[src/rtl/rs_syndrome_calc.sv]
// RS(15,9) receive-side syndrome stage over GF(16) using x^4+x+1.
// Horner-evaluates the received word at alpha^1..alpha^6, taking one symbol per clock and c14 first.
module rs_syndrome_calc #(
   parameter int SYM_W  = 4,
   parameter int N_SYM  = 15,
   parameter int N_SYND = 6
) (
   input  logic                      clk,
   input  logic                      rst,
   input  logic [SYM_W*N_SYM-1:0]    codeword,
   input  logic                      startSyndrome,
   output logic                      syndromeBusy,
   output logic                      syndromeDone,
   output logic [SYM_W*N_SYND-1:0]   syndromes,
   output logic                      errorDetected
);

   typedef enum logic [1:0] {
      S_IDLE  = 2'd0,
      S_ACCUM = 2'd1,
      S_DONE  = 2'd2
   } state_t;

   state_t                     state_q, state_d;
   logic [SYM_W*N_SYM-1:0]     shreg_q, shreg_d;
   logic [3:0]                 cnt_q, cnt_d;
   logic [SYM_W*N_SYND-1:0]    synd_q, synd_d;
   logic                       err_q, err_d;
   logic [SYM_W*N_SYND-1:0]    synd_step;
   logic [SYM_W-1:0]           sym;
   logic                       accept;

   // Multiply by alpha: a shift, with x^4 folded back in as x+1.
   function automatic logic [3:0] gf_xtime(input logic [3:0] a);
      return {a[2], a[1], a[0] ^ a[3], a[3]};
   endfunction

   assign sym    = shreg_q[SYM_W*N_SYM-1 -: SYM_W];
   assign accept = startSyndrome && (state_q != S_ACCUM);

   // Horner step: S_j becomes S_j * alpha^j ^ sym, built from j chained xtime stages.
   always_comb begin : horner
      logic [SYM_W-1:0] t;
      synd_step = '0;
      for (int j = 0; j < N_SYND; j++) begin
         t = synd_q[SYM_W*j +: SYM_W];
         for (int k = 0; k < N_SYND; k++) begin
            if (k <= j) t = gf_xtime(t);
         end
         synd_step[SYM_W*j +: SYM_W] = t ^ sym;
      end
   end

   always_comb begin
      state_d = state_q;
      shreg_d = shreg_q;
      cnt_d   = cnt_q;
      synd_d  = synd_q;
      err_d   = err_q;
      if (accept) begin
         state_d = S_ACCUM;
         shreg_d = codeword;
         cnt_d   = 4'd0;
         synd_d  = '0;
         err_d   = 1'b0;
      end else begin
         case (state_q)
            S_IDLE: state_d = S_IDLE;
            S_ACCUM: begin
               shreg_d = shreg_q << SYM_W;
               cnt_d   = cnt_q + 4'd1;
               synd_d  = synd_step;
               if (cnt_q == 4'(N_SYM - 1)) begin
                  state_d = S_DONE;
                  err_d   = |synd_step;
               end
            end
            S_DONE:  state_d = S_IDLE;
            default: state_d = S_IDLE;
         endcase
      end
   end

   always_ff @(posedge clk) begin
      if (rst) begin
         state_q <= S_IDLE;
         shreg_q <= '0;
         cnt_q   <= 4'd0;
         synd_q  <= '0;
         err_q   <= 1'b0;
      end else begin
         state_q <= state_d;
         shreg_q <= shreg_d;
         cnt_q   <= cnt_d;
         synd_q  <= synd_d;
         err_q   <= err_d;
      end
   end

   assign syndromeBusy  = (state_q == S_ACCUM);
   assign syndromeDone  = (state_q == S_DONE);
   assign syndromes     = synd_q;
   assign errorDetected = err_q;

endmodule

[config.mk]
export PLATFORM = sky130hd
export DESIGN_NAME = rs_syndrome_calc
export DESIGN_NICKNAME = d
export VERILOG_FILES = /design/src/rtl/rs_syndrome_calc.sv
export SDC_FILE = /design/constraint.sdc
export NUM_CORES = 1
export LEC_CHECK = 0
export CORE_MARGIN = 8
export CORE_UTILIZATION = 55
export DETAILED_ROUTE_END_ITERATION = 8
export GPL_TIMING_DRIVEN = 0
export PLACE_DENSITY = 0.84
export RECOVER_POWER = 25
export SYNTH_ARGS = -nofsm -noshare
export SYNTH_HDL_FRONTEND = slang
export SYNTH_SLANG_ARGS = --single-unit
export TNS_END_PERCENT = 1
[constraint.sdc]
create_clock -name clk -period 2.8 [get_ports clk]
set_clock_uncertainty 0.1 [all_clocks]
set_input_delay 0.42 -clock clk [delete_from_list [all_inputs] [get_ports clk]]
set_output_delay 0.42 -clock clk [all_outputs]
set_load 0.01 [all_outputs]
==> impl_metrics.json, run 1 <==
{
  "vias_per_cell": 5.60,
  "clock_latency_ps": 350,
  "end_kind": "output port",
  "setup_ws_ps": 193,
  "synth_top_area_cell": "dfxtp_1",
  "grt_pass1_wl_um": 18600,
  "clkSinkCount": 91,
  "crit_path_start": "state_q[1]",
  "drt_wl_total_um": 11100,
  "cts_root_buf": "clkbuf_8",
  "fin_crit_sh": 0.931,
  "layout-drive-gt1-share": 0.0593,
  "hold_viol_final": 0,
  "cts_buffers": 9,
  "syn_area_mm2": 0.00432,
  "ys_seq_area_frac": 0.422,
  "grt_pass1_vias": 3968,
  "grt_antenna_before_repair": 0,
  "cts_max_path_buffers": 2,
  "syn_inst": 470,
  "dominantRegCellSynth": "dfxtp_1",
  "io_buffers": 87,
  "core_area_mm2": 0.00765,
  "period_needed_ps": 2610,
  "initial_core_util": 0.564,
  "syn_nets": 535,
  "htree_levels": 3,
  "drt-pass1-iter-count": 4,
  "fillers": 591,
  "avgSynthCellArea_um2": 9.18,
  "irDropWorstVdd_uv": 320,
  "setup_tns_ps": 0,
  "synth_cell_types": 38,
  "diodes": 0,
  "rsz0062_at_grt": "false",
  "final_nets": 633,
  "die_w_um": 105,
  "syn2layout_area_growth_pct": 27.7,
  "die_y_um": 105,
  "drc": 0,
  "setup_viol": 0,
  "grt_usage": 0.201,
  "grt.overflow.total": 0,
  "crit_type": "flop to output port",
  "dieArea_mm2": 0.0109,
  "power.leakage_nw": 2.14,
  "fmax_mhz": 384,
  "synth_edf_count": 0,
  "final_antenna_net_count": 0,
  "row_count": 32,
  "tightestPinTransition_ps": 522,
  "crit_required_ps": 2280,
  "min_path_type": "flop to flop",
  "gp_congestion": 0.851,
  "vias": 3781,
  "cts_hold_buf": 0,
  "hp-start": "cnt_q[3]",
  "power_density_mw_per_mm2": 537,
  "critPathMaxFanout": 10,
  "io-pin-count": 90,
  "path_clk_slew_ps": 90,
  "maxSlewViolCount": 0,
  "r2r-start": "state_q[1]",
  "avgRoutedWirePerCell_um": 16.4,
  "synth_area_leaders": "dfxtp_1 (42%), mux2i_1 (14%), a211oi_1 (11%)",
  "drtIter0Drc": 97,
  "crit_path_start_kind": "flop",
  "grt_max_degree": 16,
  "hpwl_um": 8300,
  "cts_tree": "yes",
  "max-slew-margin-rel": 0.652,
  "ys_async_sr_fraction": 0,
  "ys_warn_count": 0,
  "maxCapViolCount": 0,
  "pre_cts_ws_ps": 565,
  "ys_seq_elements": 91,
  "post_cts_buffers": 0,
  "status": "finished, final reports clean",
  "synth_top_area_frac": 0.422,
  "arrival_ps": 2090,
  "post_cts_resized": 0
}
-- cells by family (layout without fill, tap and decap cells) --
| family | after synthesis | in the layout | synth area share |
|---|---|---|---|
| XOR/XNOR | 47 | 47 | 0.0989 |
| adder cells (fa/ha/maj) | 2 | 2 | 0.00580 |
| AND/OR/NAND/NOR | 132 | 132 | 0.135 |
| AO/OA/AOI/OAI | 95 | 95 | 0.153 |
| flip-flops | 91 | 91 | 0.422 |
| buffers and inverters | 42 | 145 | 0.0444 |
| multiplexers | 61 | 61 | 0.141 |
-- per-stage QoR --
stage | power [mW] | util | instance area, um2 | instances | hold slack (ps)
floorplan | 1.85 | - | 4320 | 470 | 363
global placement | 2.05 | 0.695 | 5310 | 659 | 375
detailed placement | 2.07 | 0.695 | 5310 | 659 | 386
CTS | 2.97 | 0.721 | 5520 | 675 | 398
global route | 3.09 | 0.721 | 5510 | 675 | 411
finish | 2.96 | 0.721 | 5510 | 675 | 401
-- layer usage --
metal,part of all wire,global-route usage
met5,0,0
met4,0.022,0.0652
met3,0.056,0.0534
met2,0.48,0.346
met1,0.44,0.240
-- layout by cell type (no fill, tap or decap), types with 2 or more instances in the layout --
master / n
dfxtp_1: 91
nand3_1: 3
nor2_1: 76
o21ai_0: 8
a21oi_1: 16
buf_1: 5
and3_1: 2
clkbuf_8: 10
xnor2_1: 34
o22ai_1: 2
or3_1: 9
clkinvlp_4: 3
clkbuf_1: 21
nor3_1: 9
xor2_1: 11
nand2_1: 20
and3b_1: 2
nand3b_1: 3
buf_2: 12
ha_1: 2
mux2i_1: 61
buf_4: 2
a211oi_1: 64
nand2b_1: 2
clkdlybuf4s50_1: 87
-- registers in the layout (all words and copies together) (netlist names) --
signal / cells
cnt_q: 4
errorDetected: 1
shreg_q: 60
state_q: 2
syndromes: 24
-- where the power goes --
part	total, mW	switching (mW)	internal (mW)
Sequential	1.46	0.0687	1.39
Combinational	0.594	0.295	0.299
Clock	0.913	0.472	0.441
-- path summary, 6_finish.rpt --
kind | end | slack [ps] | cells past startpoint
max | syndromeBusy | 190 | 4
min | state_q[1] | 400 | 2
max reg2reg | shreg_q[56] | 880 | 5
min reg2reg | state_q[1] | 400 | 2
-- layout make-up --
type	count	area, um2	area share
Multi-Input combinational cell	337	2300	0.418
Sequential cell	91	1820	0.330
Timing Repair Buffer	87	871	0.158
Buffer	40	180	0.0327
Clock buffer	11	141	0.0256
Tap cell	102	128	0.0232
Clock inverter	5	61.3	0.0111
Inverter	2	7.51	0.00136
-- critical path, stage by stage (launching register included) --
cell and delay, ps:
dfxtp_1 310, nand2b_1 190, clkinv_1 170, clkbuf_1 430, clkdlybuf4s50_1 640
-- synth_stat cells, types with 2 or more instances --
| master | count |
|---|---|
| a211oi_1 | 64 |
| a21oi_1 | 16 |
| and3_1 | 2 |
| and3b_1 | 2 |
| buf_1 | 6 |
| buf_2 | 15 |
| buf_4 | 2 |
| clkbuf_1 | 16 |
| dfxtp_1 | 91 |
| ha_1 | 2 |
| mux2i_1 | 61 |
| nand2_1 | 20 |
| nand2b_1 | 2 |
| nand3_1 | 3 |
| nand3b_1 | 3 |
| nor2_1 | 76 |
| nor3_1 | 9 |
| o21ai_0 | 8 |
| o22ai_1 | 2 |
| or3_1 | 9 |
| xnor2_1 | 34 |
| xor2_1 | 11 |
No activity file was read; power rests on OpenSTA's default activity.
==> inputs of run 2 (changes only) <==
CORE_MARGIN = default   (was 8)
CTS_CLUSTER_SIZE = 12   (was default)
==> run 2 against run 1 <==
Compared with the run above:
- final cell count fell by 0.44%
- count of clock-buffer cells in the layout decreased by 2
- combinational power hardly changed
- utilization is 2.2 points higher
- worst hold slack barely moved
- first-iteration DRC count is 66% higher
- non-clock buffer count stayed put
- highest routed layer unchanged
- cell area down 0.11%
- worst setup slack worse by 29 ps
- global-route usage grew 6.9 points
- sequential cell count stayed put
==> impl_metrics.json, run 2 (same netlist as run 1, synthesis figures left out) <==
{
  "setup_viol": 0,
  "cts_tree": "yes",
  "top_register": "shreg_q",
  "core_area_mm2": 0.00741,
  "gp_congestion": 0.829,
  "slowest_delay_ps": 640,
  "layout_commonest_cell": "dfxtp_1",
  "arrival_ps": 2120,
  "maxSlewViolCount": 0,
  "post_cts_resized": 0,
  "layout-drive-gt1-share": 0.0611,
  "hpwl_um": 7660,
  "avgRoutedWirePerCell_um": 15.5,
  "setup_tns_ps": 0,
  "layout_common_cells": "dfxtp_1 (91), clkdlybuf4s50_1 (87), nor2_1 (76), a211oi_1 (64), mux2i_1 (61)",
  "path_clk_slew_ps": 90,
  "critPathMaxFanout": 10,
  "crit_type": "flop to output port",
  "die_w_um": 90.6,
  "post_cts_buffers": 0,
  "die_y_um": 90.6,
  "period_needed_ps": 2640,
  "largest_reg_flops": 60,
  "final_nets": 633,
  "grt_pass1_wl_um": 18100,
  "htree_levels": 3,
  "drc": 0,
  "switching_share": 0.288,
  "p_int_mw": 2.10,
  "final_antenna_net_count": 0,
  "critPathTopFamily": "buffers and inverters",
  "pwr-share-comb": 0.200,
  "grt_antenna_before_repair": 0,
  "grt_usage": 0.271,
  "dieArea_mm2": 0.00820,
  "cp_num_buf_inv": 3,
  "grt_pass1_vias": 3814,
  "vias_per_cell": 5.61,
  "seqPwrFrac": 0.493,
  "grt_max_degree": 17,
  "clkSinkCount": 91,
  "clock_latency_ps": 360,
  "drtIter0Drc": 161,
  "cts_hold_buf": 0,
  "fmax_mhz": 379,
  "critical_path.slowest_cell": "clkdlybuf4s50_1",
  "maxCapViolCount": 0,
  "cts_max_path_buffers": 2,
  "crit_chain": "nand2b_1, clkinv_1, clkbuf_1, clkdlybuf4s50_1",
  "switchingPower_uw": 850,
  "cts_root_buf": "clkbuf_8",
  "power_density_mw_per_mm2": 537,
  "io-pin-count": 90,
  "rsz0062_at_grt": "false",
  "clkPwrFrac": 0.307,
  "syn2layout_area_growth_pct": 27.6,
  "power.leakage_nw": 2.14,
  "row_count": 31,
  "power_mw": 2.95,
  "irDropWorstVdd_uv": 351,
  "grt.overflow.total": 0,
  "cts_buffers": 9,
  "end_kind": "output port",
  "initial_core_util": 0.583,
  "diodes": 0,
  "io_buffers": 87,
  "min_path_type": "flop to flop",
  "drt_wl_total_um": 10400,
  "drt-pass1-iter-count": 4,
  "max-slew-margin-rel": 0.640,
  "vias": 3772,
  "fin_crit_sh": 0.941,
  "crit_path_start_kind": "flop",
  "status": "finished, final reports clean",
  "hold_viol_final": 0,
  "tightestPinTransition_ps": 539,
  "crit_required_ps": 2280
}
==> run 2: changes by cell type in the layout (fill, tap and decap cells not counted), sizes merged <==
cell	delta
clkinv	+2
buf	-1
clkbuf	-1
clkinvlp	-1
inv	+1
==> run 2: worst paths after layout <==
path | startpoint | endpoint | slack, ps | depth (start not counted)
worst max-delay path | state_q[1] | syndromeBusy | 160 | 4
worst min-delay path | shreg_q[52] | shreg_q[56] | 400 | 2
worst max register to register | state_q[1] | shreg_q[51] | 850 | 5
worst min register to register | shreg_q[52] | shreg_q[56] | 400 | 2
==> run 2: area by class of cell <==
cell class / instances / area (um2)
Clock buffer: 9 / 124
Sequential cell: 91 / 1820
Inverter: 2 / 7.51
Clock inverter: 7 / 76.3
Fill cell: 574 / 1900
Buffer: 40 / 180
Tap cell: 99 / 124
Timing Repair Buffer: 87 / 871
Multi-Input combinational cell: 337 / 2300
==> run 2: power by group through the flow <==
stage / clock (mW) / combinational (mW) / sequential (mW)
global route: 0.982 / 0.652 / 1.47
CTS: 0.927 / 0.591 / 1.45
global placement: 0 / 0.571 / 1.48
detailed placement: 0 / 0.587 / 1.48
floorplan: 0 / 0.375 / 1.47
finish: 0.908 / 0.591 / 1.46
==> run 2: worst register-to-register path: cells and delay by family, from the launching register on <==
| family | cells | cell delay, ps |
|---|---|---|
| AO/OA/AOI/OAI | 1 | 120 |
| flip-flops | 1 | 330 |
| AND/OR/NAND/NOR | 1 | 190 |
| buffers and inverters | 3 | 1080 |
==> run 2: per-stage QoR <==
stage / utilization / worst slack, ps / instance area (um2) / hold slack [ps] / instances
4_1_cts: 0.744 / 168 / 5510 / 389 / 672
3_5_place_dp: 0.717 / 581 / 5310 / 383 / 656
2_1_floorplan: - / 1270 / 4320 / 363 / 470
6_report: 0.743 / 164 / 5510 / 401 / 672
5_1_grt: 0.743 / 54.6 / 5510 / 409 / 672
3_3_place_gp: 0.717 / 624 / 5310 / 377 / 656
==> run 2: metal layers <==
| layer | wire [um] | global-route usage | vias to the layer above |
|---|---|---|---|
| met5 | 0 | 0 | - |
| met4 | 132 | 0.0874 | 0 |
| met3 | 604 | 0.0614 | 15 |
| met2 | 5150 | 0.458 | 103 |
| met1 | 4560 | 0.339 | 1806 |
| li1 | - | - | 1848 |
